### config.mk
export PLATFORM = sky130hd
export DESIGN_NAME = feedback_loop_unit
export DESIGN_NICKNAME = d
export VERILOG_FILES = /design/src/rtl/feedback_loop_unit.sv
export SDC_FILE = /design/constraint.sdc
export NUM_CORES = 1
export LEC_CHECK = 0
export ABC_AREA = 0
export ABC_CLOCK_PERIOD_IN_PS = 2200
export CAP_MARGIN = 20
export CORE_MARGIN = 1
export CORE_UTILIZATION = 25
export DETAILED_ROUTE_END_ITERATION = 12
export GPL_TIMING_DRIVEN = 0
export PLACE_DENSITY = 0.55
export SLEW_MARGIN = 0
export SYNTH_ARGS = -nofsm -noshare
export SYNTH_HDL_FRONTEND = slang
export SYNTH_SLANG_ARGS = --single-unit
### constraint.sdc
create_clock -name clk -period 2.2 [get_ports clk]
set_clock_uncertainty 0.15 [all_clocks]
set_input_delay 0.22 -clock clk [delete_from_list [all_inputs] [get_ports clk]]
set_output_delay 0.22 -clock clk [all_outputs]
set_load 0.01 [all_outputs]
### src/rtl/feedback_loop_unit.sv
// rtl/feedback_loop_unit.sv - WIDTH-bit operator feeding a DEPTH-stage delay line, with stability detect
// Successor to the single-bit NAND feedback cell; DEPTH=1, WIDTH=1, mode=0 reproduces it exactly.
module feedback_loop_unit #(
    parameter int               WIDTH         = 1,
    parameter int               DEPTH         = 1,
    parameter logic [WIDTH-1:0] RESET_VALUE   = '0,
    parameter int               STABLE_CYCLES = 4
) (
    input  logic             clk,
    input  logic             rst,
    input  logic             en,
    input  logic [2:0]       mode,
    input  logic             load,
    input  logic [WIDTH-1:0] load_value,
    input  logic [WIDTH-1:0] input1,
    output logic [WIDTH-1:0] output1,
    output logic [WIDTH-1:0] tail,
    output logic             stable
);

    localparam int            CW  = $clog2(STABLE_CYCLES + 1);
    localparam logic [CW-1:0] SAT = CW'(STABLE_CYCLES);

    logic [WIDTH-1:0] r_stage [DEPTH];
    logic [CW-1:0]    r_cnt;
    logic             r_stable;
    logic [CW-1:0]    w_cnt_next;
    logic [WIDTH-1:0] w_op;

    always_comb begin
        w_op = input1;
        case (mode)
            3'd0: w_op = ~(input1 & tail);
            3'd1: w_op = input1 & tail;
            3'd2: w_op = input1 | tail;
            3'd3: w_op = ~(input1 | tail);
            3'd4: w_op = input1 ^ tail;
            3'd5: w_op = ~(input1 ^ tail);
            3'd6: w_op = input1 + tail;
            default: w_op = input1;
        endcase
    end

    // Counts enabled updates that rewrite stage[0] with its current value, saturating.
    always_comb begin
        w_cnt_next = '0;
        if (w_op == r_stage[0]) begin
            w_cnt_next = (r_cnt == SAT) ? r_cnt : r_cnt + CW'(1);
        end
    end

    always_ff @(posedge clk) begin
        if (rst) begin
            for (int i = 0; i < DEPTH; i++) r_stage[i] <= RESET_VALUE;
            r_cnt    <= '0;
            r_stable <= 1'b0;
        end else if (load) begin
            for (int i = 0; i < DEPTH; i++) r_stage[i] <= load_value;
            r_cnt    <= '0;
            r_stable <= 1'b0;
        end else if (en) begin
            r_stage[0] <= w_op;
            for (int i = 1; i < DEPTH; i++) r_stage[i] <= r_stage[i-1];
            r_cnt    <= w_cnt_next;
            r_stable <= (w_cnt_next == SAT);
        end
    end

    assign output1 = w_op;
    assign tail    = r_stage[DEPTH-1];
    assign stable  = r_stable;

endmodule

# Word-level counts from Yosys, hierarchy flattened
# Memories as Yosys holds them, arrays and structs flattened.
# Index checks and enable logic that the tools add are counted.
[word_totals]
mem_bits_ro = 0
mem_bits_rw = 1
latchBits = 0
output_inout_bits = 3
memories = 1
register_bits = 4
inputBits = 9
[classes]
eq_ne = 9
n_mux = 16
shift = 0
magnitude_cmp = 0
n_reduce_logical = 4
addsub = 2
div_mod_pow = 0
n_bitwise = 6
multipliers = 0
[memory_table]
columns = ["name", "depth", "word_bits", "read_ports", "rd_clocked_by_memory_dff", "write_ports", "line_no", "rtl"]
rows = [
  ["r_stage", 1, 1, 1, 0, 1, "24", "logic [WIDTH-1:0] r_stage [DEPTH];"],
]
[ops]
columns = ["operator", "n"]
rows = [
  ["$eq 3x3->1 const B", 5],
  ["$mux 1", 13],
  ["$pmux 1 s7", 1],
  ["$eq 3x2->1 const B", 2],
  ["$mux 3", 2],
  ["$add 3x1->3 const B", 1],
  ["$eq 3x1->1 const B", 1],
  ["$logic_not 3->1", 1],
  ["$not 1->1", 3],
  ["$reduce_or 1->1", 2],
  ["$reduce_or 2->1", 1],
  ["$add 1x1->1", 1],
  ["$and 1x1->1", 1],
  ["$eq 1x1->1", 1],
  ["$or 1x1->1", 1],
  ["$xor 1x1->1", 1],
]

# Depth between registers and ports, before layout
[depth]
ltp_word = 6
ltp_mapped = 7
ltp_nobuf = 7

# Worst setup path after synthesis
# OpenSTA, ideal clock, no wires.
[synth_timing]
path_kind = "register to register"
start = "memory r_stage[0]"
end = "register r_cnt[1]"
arrival_ps = 1492
setup_time_ps = 117
path_stages_with_launch = 8
required_time_ps = 1933
path_slack_ps = 440
cell_sequence = "edfxtp_1 -> inv_1 -> ha_1 -> mux2i_1 -> xor2_1 -> o22ai_2 -> xnor2_1 -> a32o_1"
[synth_between]
elab_chain_len = 6
elab_cells_between_ends = 11
classes_between = "add/sub: 1; eq/ne: 1; mux: 2; bitwise: 6; memory: 1"
[synth_lines]
columns = ["element", "line_no", "rtl"]
rows = [
  ["from (decl)", "24", ""],
  ["$mem_v2 1x1 (*)", "n/a", ""],
  ["$xor 1x1->1, or another cell as far along", "37, 38", ""],
  ["$not 1->1, on equally long branches", "38, 33, 36", ""],
  ["$pmux 1 s7", "32", "case (mode)"],
  ["$eq 1x1->1 (*)", "47", "if (w_op == r_stage[0]) begin"],
  ["$mux 3 (*)", "47", ""],
  ["to (signal assigned)", "64", "r_cnt <= w_cnt_next;"],
  ["to (decl)", "25", "logic [CW-1:0] r_cnt;"],
]
# Every way passes the cells marked *; elsewhere a longest branch is shown, timed or not.
# A chain may end at the register's enable or synchronous reset.

# Worst setup path in the final report
[layout_timing]
start = "input input1"
end = "output output1"
[layout_between]
elab_chain_len = 3
elab_cells_between_ends = 8
classes_between = "add/sub: 1; mux: 1; bitwise: 6"
[layout_lines]
columns = ["element", "line_no", "rtl"]
rows = [
  ["from (decl)", "15", "input logic [WIDTH-1:0] input1,"],
  ["$xor 1x1->1, or another cell as far along", "37, 38", ""],
  ["$not 1->1, on equally long branches", "38, 33, 36", ""],
  ["$pmux 1 s7 (*)", "32", ""],
  ["to (decl)", "16", "output logic [WIDTH-1:0] output1,"],
]
# Marks and branches as above.

==> impl_metrics.ini <==
[setup_path]
critPathMaxFanout = 3
r2r_slack_ps = 380
reg2reg_to = r_cnt[2]
crit_arrival_ps = 1650
critPathLaunchType = input pin
ff2ff_path_depth = 7
critPathKind = input pin to primary output
reg2reg_from = r_stage[0]
critPathMaxStageDelay_ps = 500
crit_path_end_kind = primary output
slowest_stage = clkdlybuf4s50_1
critPathCapture = output1
crit_chain = clkdlybuf4s50_1 -> inv_1 -> ha_1 -> mux2i_1 -> xor2_1 -> o22ai_2 -> inv_1 -> clkbuf_2
path_common_cell = inv_1
worstPathRequired_ps = 1830
crit_start = input1

[synthesis]
syn_nets = 54
synth_area_um2 = 363
yosysUniqueCellTypes = 20
syn_avg_cell_area_um2 = 8.85
synth_area_leaders = dfxtp_1 (22%), ha_1 (14%), a32o_1 (11%), edfxtp_1 (8.3%), inv_1 (8.3%)
ys_warn_count = 0
synth.yosys.seq_area_share = 0.303
ys_ff_latch = 5
syn_inst = 41
synth_top_area_frac = 0.221
synth_area_leader_cell = dfxtp_1

[timing]
fmax_mhz = 494
period_share = 0.920
fin_setup_tns_ps = 0
drv_slew = 0
setup_viol = 0
layout_min_cycle_time_ps = 2020
worst_pin_slew_ps = 609
slew-limit-headroom = 0.593
hold_viol_final = 0
rsz0062_at_grt = no

[outcome]
status = finished clean

[cells_and_area]
area_growth_pct = 41.4
diodes = 0
drive_gt1_frac = 0.0893
finalNonFillerCells = 71
fill_cells = 138
nets = 70
finalInstanceArea_um2 = 513

[floorplan]
initial_core_util = 0.275
core_mm2 = 0.00132
die_h_um = 40.1
num_rows = 13
dieArea_mm2 = 0.00161
fp.dieW_um = 40.1
io_pins = 12

[route]
drt_wl_total_um = 686
firstDrtPassIters = 2
wl_per_cell_um = 9.66
route.vias.total = 337
drt_iter0_drc = 4
viasPerCell = 4.75
drc = 0
ant_nets = 0

[placed_design]
dp_cells = 67
dp_hpwl_um = 536
place_area_um2 = 492
portBuffers = 11
place_congestion = 0.711

[cts]
clockBufferDepth = 2
hold_buffers = 0
clk_latency_ps = 240
cts_setup_buffers = 0
cts_root_buffer = clkbuf_4
cts_buffers = 3
cts_tree = built
clkTransAtPathRegs_ps = 40
htree_num_levels = 1
cts.sinks = 5

[pwr]
p_switching_mw = 0.0692
intPower_mw = 0.199
clkPwrFrac = 0.389
p_sw_frac = 0.258
irDropWorstVdd_v = 0.000233
power_frac_comb = 0.238
p_seq_frac = 0.373
p_leak_nw = 0.210
powerDensity_mw_per_mm2 = 524

[grt]
first_global_vias = 310
gr-total-overflow = 0
grt_use_total = 0.115
antenna_found_initial = 0
grt_max_degree = 7
grt_pass1_wl_um = 1140

[job]
cap_violations = 0

[hold_path]
hp-class = register to register
min_from = stable
==> through the flow <==
stage | hold slack [ps] | power [mW] | setup WS (ps) | utilization
2_1_floorplan | 274 | 0.136 | 440 | -
3_3_place_gp | 308 | 0.169 | -208 | 0.373
3_5_place_dp | 316 | 0.168 | -211 | 0.373
4_1_cts | 328 | 0.277 | 10.3 | 0.392
5_1_grt | 360 | 0.292 | 39.3 | 0.389
6_report | 324 | 0.269 | 177 | 0.389
==> power by group through the flow <==
stage / Sequential (mW) / Clock (mW) / Combinational, mW
6_report: 0.100 / 0.104 / 0.0639
5_1_grt: 0.100 / 0.120 / 0.0714
4_1_cts: 0.100 / 0.112 / 0.0651
3_5_place_dp: 0.102 / 0 / 0.0664
3_3_place_gp: 0.102 / 0 / 0.0672
2_1_floorplan: 0.102 / 0 / 0.0340
==> cells in the final DEF, fill, tap and decap left out <==
cell             Yosys  final
clkdlybuf4s50_1      0     10
inv_1                8      8
a32o_1               4      4
ha_1                 4      4
dfxtp_1              4      4
a21oi_1              3      3
clkbuf_4             0      3
nand2b_1             2      2
o21ai_0              2      2
nor3_1               2      2
mux2i_1              1      1
xor2_1               1      1
o211a_1              1      1
o22ai_2              1      1
nor3b_1              1      1
nand2_1              1      1
o2bb2ai_1            1      1
xnor2_1              1      1
nor2b_1              1      1
nor2_1               1      1
nand3_1              1      1
clkbuf_1             0      1
clkbuf_2             0      1
edfxtp_1             1      1
==> cell usage after synthesis <==
library cell	n
nor3_1	2
ha_1	4
nor2b_1	1
edfxtp_1	1
o2bb2ai_1	1
a32o_1	4
xor2_1	1
nor3b_1	1
nor2_1	1
mux2i_1	1
o21ai_0	2
a21oi_1	3
o22ai_2	1
xnor2_1	1
nand2b_1	2
nand2_1	1
inv_1	8
o211a_1	1
dfxtp_1	4
nand3_1	1
==> worst min path at each step <==
| stage | slack, ps | endpoint | depth (start not counted) |
|---|---|---|---|
| 2_1_floorplan | 270 | r_stage[0] | 1 |
| 3_3_place_gp | 310 | stable | 1 |
| 3_5_place_dp | 320 | stable | 1 |
| 4_1_cts | 330 | stable | 1 |
| 5_1_grt | 360 | stable | 1 |
| 6_report | 320 | stable | 1 |
==> cell type report <==
| type | count | area, µm² | area share |
|---|---|---|---|
| Inverter | 8 | 30.0 | 0.0585 |
| Tap cell | 15 | 18.8 | 0.0366 |
| Sequential cell | 5 | 110 | 0.215 |
| Timing Repair Buffer | 11 | 105 | 0.205 |
| Clock buffer | 4 | 26.3 | 0.0512 |
| Multi-Input combinational cell | 28 | 223 | 0.434 |
==> sequential cells by signal (all words and copies together), names as in the netlist <==
name     count
stable       1
r_cnt        3
r_stage      1
==> kinds of logic (layout without fill, tap and decap cells) <==
kind of cell	Yosys count	count (layout)	synth area share
compound gates	12	12	0.266
simple gates	9	9	0.134
buf+inv	8	23	0.0828
flops	5	5	0.303
fa+ha+maj	4	4	0.138
xor+xnor	2	2	0.0483
mux	1	1	0.0276
==> what timing repair did <==
| item | 4_1_cts | 5_1_grt |
|---|---|---|
| gates resized for setup | 1 | 2 |
| pin swaps | 1 | 2 |
| setup endpoints to repair | 1 | 1 |
| gates cloned | 0 | 0 |
==> critical path, delay by kind of cell <==
family	cells	cell delay [ps]
multiplexers	1	160
AO/OA/AOI/OAI	1	110
buffers and inverters	4	780
XOR/XNOR	1	200
adder cells (fa/ha/maj)	1	180
==> per-layer routing <==
metal,track usage,wire [µm],vias up
met5,0,0,-
met4,0.147,11,0
met3,0.0333,42,2
met2,0.173,317,9
met1,0.114,315,150
li1,-,-,176
Power figures use the tool's default switching activity.
